$ cat src/rtl/crc_pkg.sv
// Shared types and constants for the CRC-32 transmit framer and its CRC engine.
package crc_pkg;

  // Framer sequencing: payload pass-through, then the four FCS bytes LSB first.
  typedef enum logic [2:0] {
    IDLE,
    PAYLOAD,
    FCS0,
    FCS1,
    FCS2,
    FCS3
  } framer_state_t;

  localparam logic [31:0] CRC_INIT      = 32'hFFFF_FFFF;
  localparam int          FCS_BYTES     = 4;
  // IEEE 802.3 polynomial in reflected (LSB-first) form.
  localparam logic [31:0] CRC_POLY_REFL = 32'hEDB8_8320;

  // Advance the reflected CRC register by one byte, bit 0 of the byte first.
  function automatic logic [31:0] crc32_byte(input logic [31:0] crc,
                                             input logic [7:0]  data);
    logic [31:0] c;
    c = crc ^ {24'h0, data};
    for (int i = 0; i < 8; i++) begin
      c = c[0] ? ((c >> 1) ^ CRC_POLY_REFL) : (c >> 1);
    end
    return c;
  endfunction

endpackage

$ cat src/rtl/crc_32.sv
// Byte-wide Ethernet CRC-32 engine. crc_out is the finished (inverted) value,
// so a freshly cleared engine reads 0x0000_0000.
module crc_32
  import crc_pkg::*;
(
  input  logic        mclk,
  input  logic        reset_n,
  input  logic        clear,
  input  logic        run,
  input  logic [7:0]  data_in,
  output logic [31:0] crc_out
);

  logic [31:0] crc_q;

  // Running CRC register: clear dominates, otherwise fold in one byte per run.
  always_ff @(posedge mclk) begin
    if (!reset_n || clear) begin
      crc_q <= CRC_INIT;
    end else if (run) begin
      crc_q <= crc32_byte(crc_q, data_in);
    end
  end

  assign crc_out = ~crc_q;

endmodule

$ cat src/rtl/crc_32_tx_framer.sv
// Transmit framer: passes payload bytes straight through with zero latency
// while feeding the CRC engine, then appends the 4-byte FCS (LSB byte first).
module crc_32_tx_framer
  import crc_pkg::*;
#(
  parameter int LEN_W   = 16,
  parameter int MAX_LEN = 1518
) (
  input  logic             mclk,
  input  logic             reset,
  input  logic [7:0]       s_data,
  input  logic             s_valid,
  input  logic             s_last,
  output logic             s_ready,
  input  logic             abort,
  output logic [7:0]       m_data,
  output logic             m_valid,
  output logic             m_last,
  input  logic             m_ready,
  output logic             frame_done,
  output logic [LEN_W-1:0] frame_len,
  output logic             len_err
);

  localparam logic [LEN_W-1:0] MAX_LEN_C = LEN_W'(MAX_LEN);
  localparam int               IDX_W     = $clog2(FCS_BYTES);

  framer_state_t    state;
  framer_state_t    state_nxt;
  logic [LEN_W-1:0] count;
  logic [LEN_W-1:0] count_nxt;
  logic [LEN_W-1:0] count_inc;
  logic [LEN_W-1:0] frame_len_nxt;
  logic             len_err_nxt;

  logic             pay_phase;
  logic             pay_hs;
  logic             fcs_last_hs;
  logic [31:0]      crc_out;
  logic [IDX_W-1:0] fcs_idx;
  logic [7:0]       fcs_byte;

  assign pay_phase   = (state == IDLE) || (state == PAYLOAD);
  // s_ready and m_valid are already forced low under reset/abort, so these
  // handshakes can never fire in a reset or abort cycle.
  assign pay_hs      = s_valid & s_ready;
  assign fcs_last_hs = m_valid & m_ready & m_last;
  assign count_inc   = count + LEN_W'(1);

  crc_32 u_crc (
    .mclk    (mclk),
    .reset_n (1'b1),
    .clear   (reset | abort | fcs_last_hs),
    .run     (pay_hs),
    .data_in (s_data),
    .crc_out (crc_out)
  );

  // Select which FCS byte is on the wire; crc_out is frozen while run is low.
  always_comb begin
    fcs_idx = '0;
    case (state)
      FCS1:    fcs_idx = IDX_W'(1);
      FCS2:    fcs_idx = IDX_W'(2);
      FCS3:    fcs_idx = IDX_W'(3);
      default: fcs_idx = '0;
    endcase
  end

  assign fcs_byte = crc_out[{fcs_idx, 3'b000} +: 8];

  // Output stage: combinational pass-through during payload, FCS bytes after.
  always_comb begin
    s_ready    = 1'b0;
    m_valid    = 1'b0;
    m_data     = 8'h00;
    m_last     = 1'b0;
    frame_done = 1'b0;
    if (!reset && !abort) begin
      if (pay_phase) begin
        s_ready = m_ready;
        m_valid = s_valid;
        m_data  = s_data;
      end else begin
        m_valid    = 1'b1;
        m_data     = fcs_byte;
        m_last     = (state == FCS3);
        frame_done = (state == FCS3) && m_ready;
      end
    end
  end

  // Next-state logic; abort overrides everything and keeps frame_len/len_err.
  always_comb begin
    state_nxt     = state;
    count_nxt     = count;
    frame_len_nxt = frame_len;
    len_err_nxt   = len_err;
    case (state)
      IDLE, PAYLOAD: begin
        if (pay_hs) begin
          count_nxt = count_inc;
          // count_inc is the number of this byte; reaching MAX_LEN without
          // s_last means the frame would overflow, so close it here.
          if (s_last || (count_inc == MAX_LEN_C)) begin
            state_nxt     = FCS0;
            frame_len_nxt = count_inc;
            if (!s_last) begin
              len_err_nxt = 1'b1;
            end
          end else begin
            state_nxt = PAYLOAD;
          end
        end
      end
      FCS0: if (m_valid && m_ready) state_nxt = FCS1;
      FCS1: if (m_valid && m_ready) state_nxt = FCS2;
      FCS2: if (m_valid && m_ready) state_nxt = FCS3;
      FCS3: begin
        if (m_valid && m_ready) begin
          state_nxt = IDLE;
          count_nxt = '0;
        end
      end
      default: begin
        state_nxt = IDLE;
        count_nxt = '0;
      end
    endcase
    if (abort) begin
      state_nxt     = IDLE;
      count_nxt     = '0;
      frame_len_nxt = frame_len;
      len_err_nxt   = len_err;
    end
  end

  // Control registers.
  always_ff @(posedge mclk) begin
    if (reset) begin
      state     <= IDLE;
      count     <= '0;
      frame_len <= '0;
      len_err   <= 1'b0;
    end else begin
      state     <= state_nxt;
      count     <= count_nxt;
      frame_len <= frame_len_nxt;
      len_err   <= len_err_nxt;
    end
  end

endmodule

$ cat config.mk
export PLATFORM = sky130hd
export DESIGN_NAME = crc_32_tx_framer
export DESIGN_NICKNAME = d
export VERILOG_FILES = /design/src/rtl/crc_pkg.sv /design/src/rtl/crc_32.sv /design/src/rtl/crc_32_tx_framer.sv
export SDC_FILE = /design/constraint.sdc
export NUM_CORES = 1
export LEC_CHECK = 0
export CAP_MARGIN = 30
export CORE_MARGIN = 8
export CORE_UTILIZATION = 52
export DETAILED_ROUTE_END_ITERATION = 7
export PLACE_DENSITY_LB_ADDON = 0.2
export SETUP_SLACK_MARGIN = 0.02
export SLEW_MARGIN = 20
export SYNTH_ARGS = -nofsm -noshare
export SYNTH_HDL_FRONTEND = slang
export SYNTH_SLANG_ARGS = --single-unit
$ cat constraint.sdc
create_clock -name mclk -period 2.2 [get_ports mclk]
set_input_delay 0.33 -clock mclk [delete_from_list [all_inputs] [get_ports mclk]]
set_output_delay 0.33 -clock mclk [all_outputs]
set_load 0.01 [all_outputs]
==> flow_summary.json <==
{
  "yosys-top-cells-count": "dfxtp_1, nand2_1, xnor2_1",
  "drive_gt1_share_pct": 23.5,
  "die_w_um": 104,
  "syn-cell-area_um2": 4040,
  "pre_cts_ws_ns": -0.0810,
  "timing.final.max_slew_violations": 0,
  "synth-edff-count": 0,
  "hp-start": "len_err",
  "r2r_setup_slack_ns": 0.004,
  "hold_end": "len_err",
  "max_stage_delay_ns": 0.42,
  "holdPathStages": 2,
  "synth_largest_area_cell": "dfxtp_1",
  "layout_setup_ws_ns": 0.00427,
  "placed_area_um2": 4930,
  "synthFlopType": "dfxtp_1",
  "drt_iter0_drc": 199,
  "die-height_um": 104,
  "reg2regPathDepth": 8,
  "nFillCells": 629,
  "ant_nets": 0,
  "worstPathMaxFanout": 10,
  "end_kind": "register",
  "finalHoldViolations": 0,
  "avgRoutedWirePerCell_um": 16.1,
  "hp-class": "register to register",
  "rows": 32,
  "grt_usage_pct": 20.4,
  "post-route-period-util_pct": 99.8,
  "p_leak_uw": 0.00214,
  "die_area_um2": 10800,
  "antenna_found_initial": 0,
  "clock_path_buffers": 2,
  "crit_required_ns": 2.44,
  "p_per_area_nw_per_um2": 569,
  "ys_seq_area_share_pct": 33.7,
  "ys_async_sr_fraction_pct": 0,
  "grt_max_degree": 58,
  "drc": 0,
  "yosys_warnings": 0,
  "synth_cells": 488,
  "avgViaCountPerCell": 5.57,
  "syn-num-nets": 504,
  "coreArea_um2": 7610,
  "path_delay_family": "simple AND/OR/NAND/NOR gates",
  "nets": 589,
  "crit_buf_inv": 1,
  "synth_seq_cells": 68,
  "grt_pass1_vias": 3755,
  "r2r_start": "count[0]",
  "synthTopCellsByArea": "dfxtp_1, xnor2_1, xor2_1, o211ai_1, nand2_1",
  "antennaDiodeCount": 0,
  "setup_tns_ns": 0,
  "io_buffers": 42,
  "path_clk_slew_ns": 0.08,
  "area_growth_pct": 32.2,
  "max_freq_ghz": 0.455,
  "cp.arrival_ns": 2.43,
  "cts_hold_buffers": 0,
  "drt_first_pass_iters": 4,
  "avgSynthCellArea_um2": 8.27,
  "grt_pass1_wl_mm": 18.3,
  "status": "finished clean",
  "cap_violations": 0,
  "cpMaxStageDelayCell": "or3b_4",
  "path_cells": "and2_4 -> or3b_4 -> nor3_4 -> xnor2_2 -> a41o_1 -> buf_12 -> nor4_2 -> o311a_1",
  "finalHoldWorstSlack_ns": 0.474,
  "cts_tree": "yes",
  "cts_root_buf": "clkbuf_8",
  "routed_wl_mm": 10.9,
  "worst_pin_slew_ns": 0.634,
  "cts_sinks": 68,
  "rsz0062_at_grt": "yes",
  "r2r-end": "state[0]",
  "dp_hpwl_mm": 7.73,
  "crit_type": "register to register",
  "final_area_um2": 5340,
  "fin_worst_skew_ns": 0.00691,
  "vdd_drop_max_uv": 376,
  "fin_crit_ns": 2.20,
  "startpoint_type": "register",
  "place_congestion": 0.889,
  "htreeDepth": 3,
  "setup_viol": 0,
  "yosysMostFrequentCell": "dfxtp_1",
  "numCtsBuffers": 9,
  "io_pins": 43,
  "vias": 3789,
  "initial_core_util_pct": 53.0,
  "synth_top_area_share_pct": 33.7,
  "ys_types": 50,
  "grt_remaining_overflow": 0,
  "fin_util_pct": 70.1,
  "clk_latency_ns": 0.35,
  "slew_headroom_pct": 57.4
}
-- through the flow --
stage          total power (µW)  std cells
2_1_floorplan              1640        488
3_3_place_gp               1850        654
3_5_place_dp               1860        654
4_1_cts                    3070        677
5_1_grt                    3170        680
6_report                   3040        680
-- metal layers --
metal | vias up | GRT usage (%) | share of wire (%) | wire length, µm
met1 | 1807 | 22.7 | 41 | 4460
li1 | 1869 | - | - | -
met3 | 29 | 3.35 | 3.4 | 373
met4 | 0 | 12.5 | 3.4 | 366
met5 | - | 0 | 0 | 0
met2 | 84 | 35.6 | 52 | 5720
-- report_power, final --
group,switching (µW),total (µW),internal [µW]
sequential,11.7,1250,1240
clock,526,1210,681
combinational,287,578,292
-- worst max-delay path by stage --
stage,from,to,cells after the start
3_3_place_gp,reset,m_data[5],4
2_1_floorplan,count[0],state[0],10
4_1_cts,state[0],m_data[0],8
3_5_place_dp,reset,m_data[5],4
5_1_grt,count[1],frame_len[9],10
6_report,count[0],state[0],8
-- cell usage in the layout, fill, tap and decap left out, types with 4 or more instances in the layout --
cell,netlist,layout
a211oi_2,4,5
a21oi_1,32,30
a22oi_1,4,4
a31oi_1,9,9
and3_1,6,5
buf_2,6,5
buf_4,1,64
clkbuf_8,0,10
clkdlybuf4s50_1,0,32
dfxtp_1,68,61
dfxtp_2,0,5
mux2i_1,16,13
nand2_1,60,60
nand3_1,12,11
nand3b_1,4,4
nand4_1,4,4
nor2_1,44,42
nor3_1,9,8
o211ai_1,31,31
o21ai_0,13,9
o21ai_1,5,9
xnor2_1,58,57
xor2_1,28,28
-- cell families after synthesis --
group | share of synthesized area (%)
adders and majority gates | 0.620
buffers and inverters | 4.93
xor gates and xnor gates | 19.1
muxes | 3.97
and+or+nand+nor | 19.2
AOI/OAI and AO/OA | 18.5
DFF | 33.7
-- cell type report --
cell class / instances / area (µm²) / share of cell area (%)
Inverter: 2 / 7.51 / 0.141
Clock inverter: 6 / 95.1 / 1.78
Sequential cell: 68 / 1380 / 25.8
Clock buffer: 10 / 138 / 2.58
Multi-Input combinational cell: 378 / 2610 / 48.9
Tap cell: 102 / 128 / 2.39
Timing Repair Buffer: 114 / 986 / 18.5
-- flip-flops by register name, summed over array words and instances (netlist names) --
name and flops:
count 16, frame_len 16, len_err 1, state 3, u_crc.crc_q 32
-- what timing repair did --
item	CTS	global route
gates cloned	1	0
buffers inserted	6	3
resized for setup	46	23
pin swaps	7	3
setup endpoints to repair	23	25
endpoints found under the hold margin	0	0
-- worst reg2reg max path, cell delays in order, from the launching register on --
cell and delay (ns):
dfxtp_4 0.40, and2_4 0.17, or3b_4 0.42, nor3_4 0.16
xnor2_2 0.19, a41o_1 0.29, buf_12 0.15, nor4_2 0.04
o311a_1 0.28
Note: power is estimated with default switching activity, not from simulation.
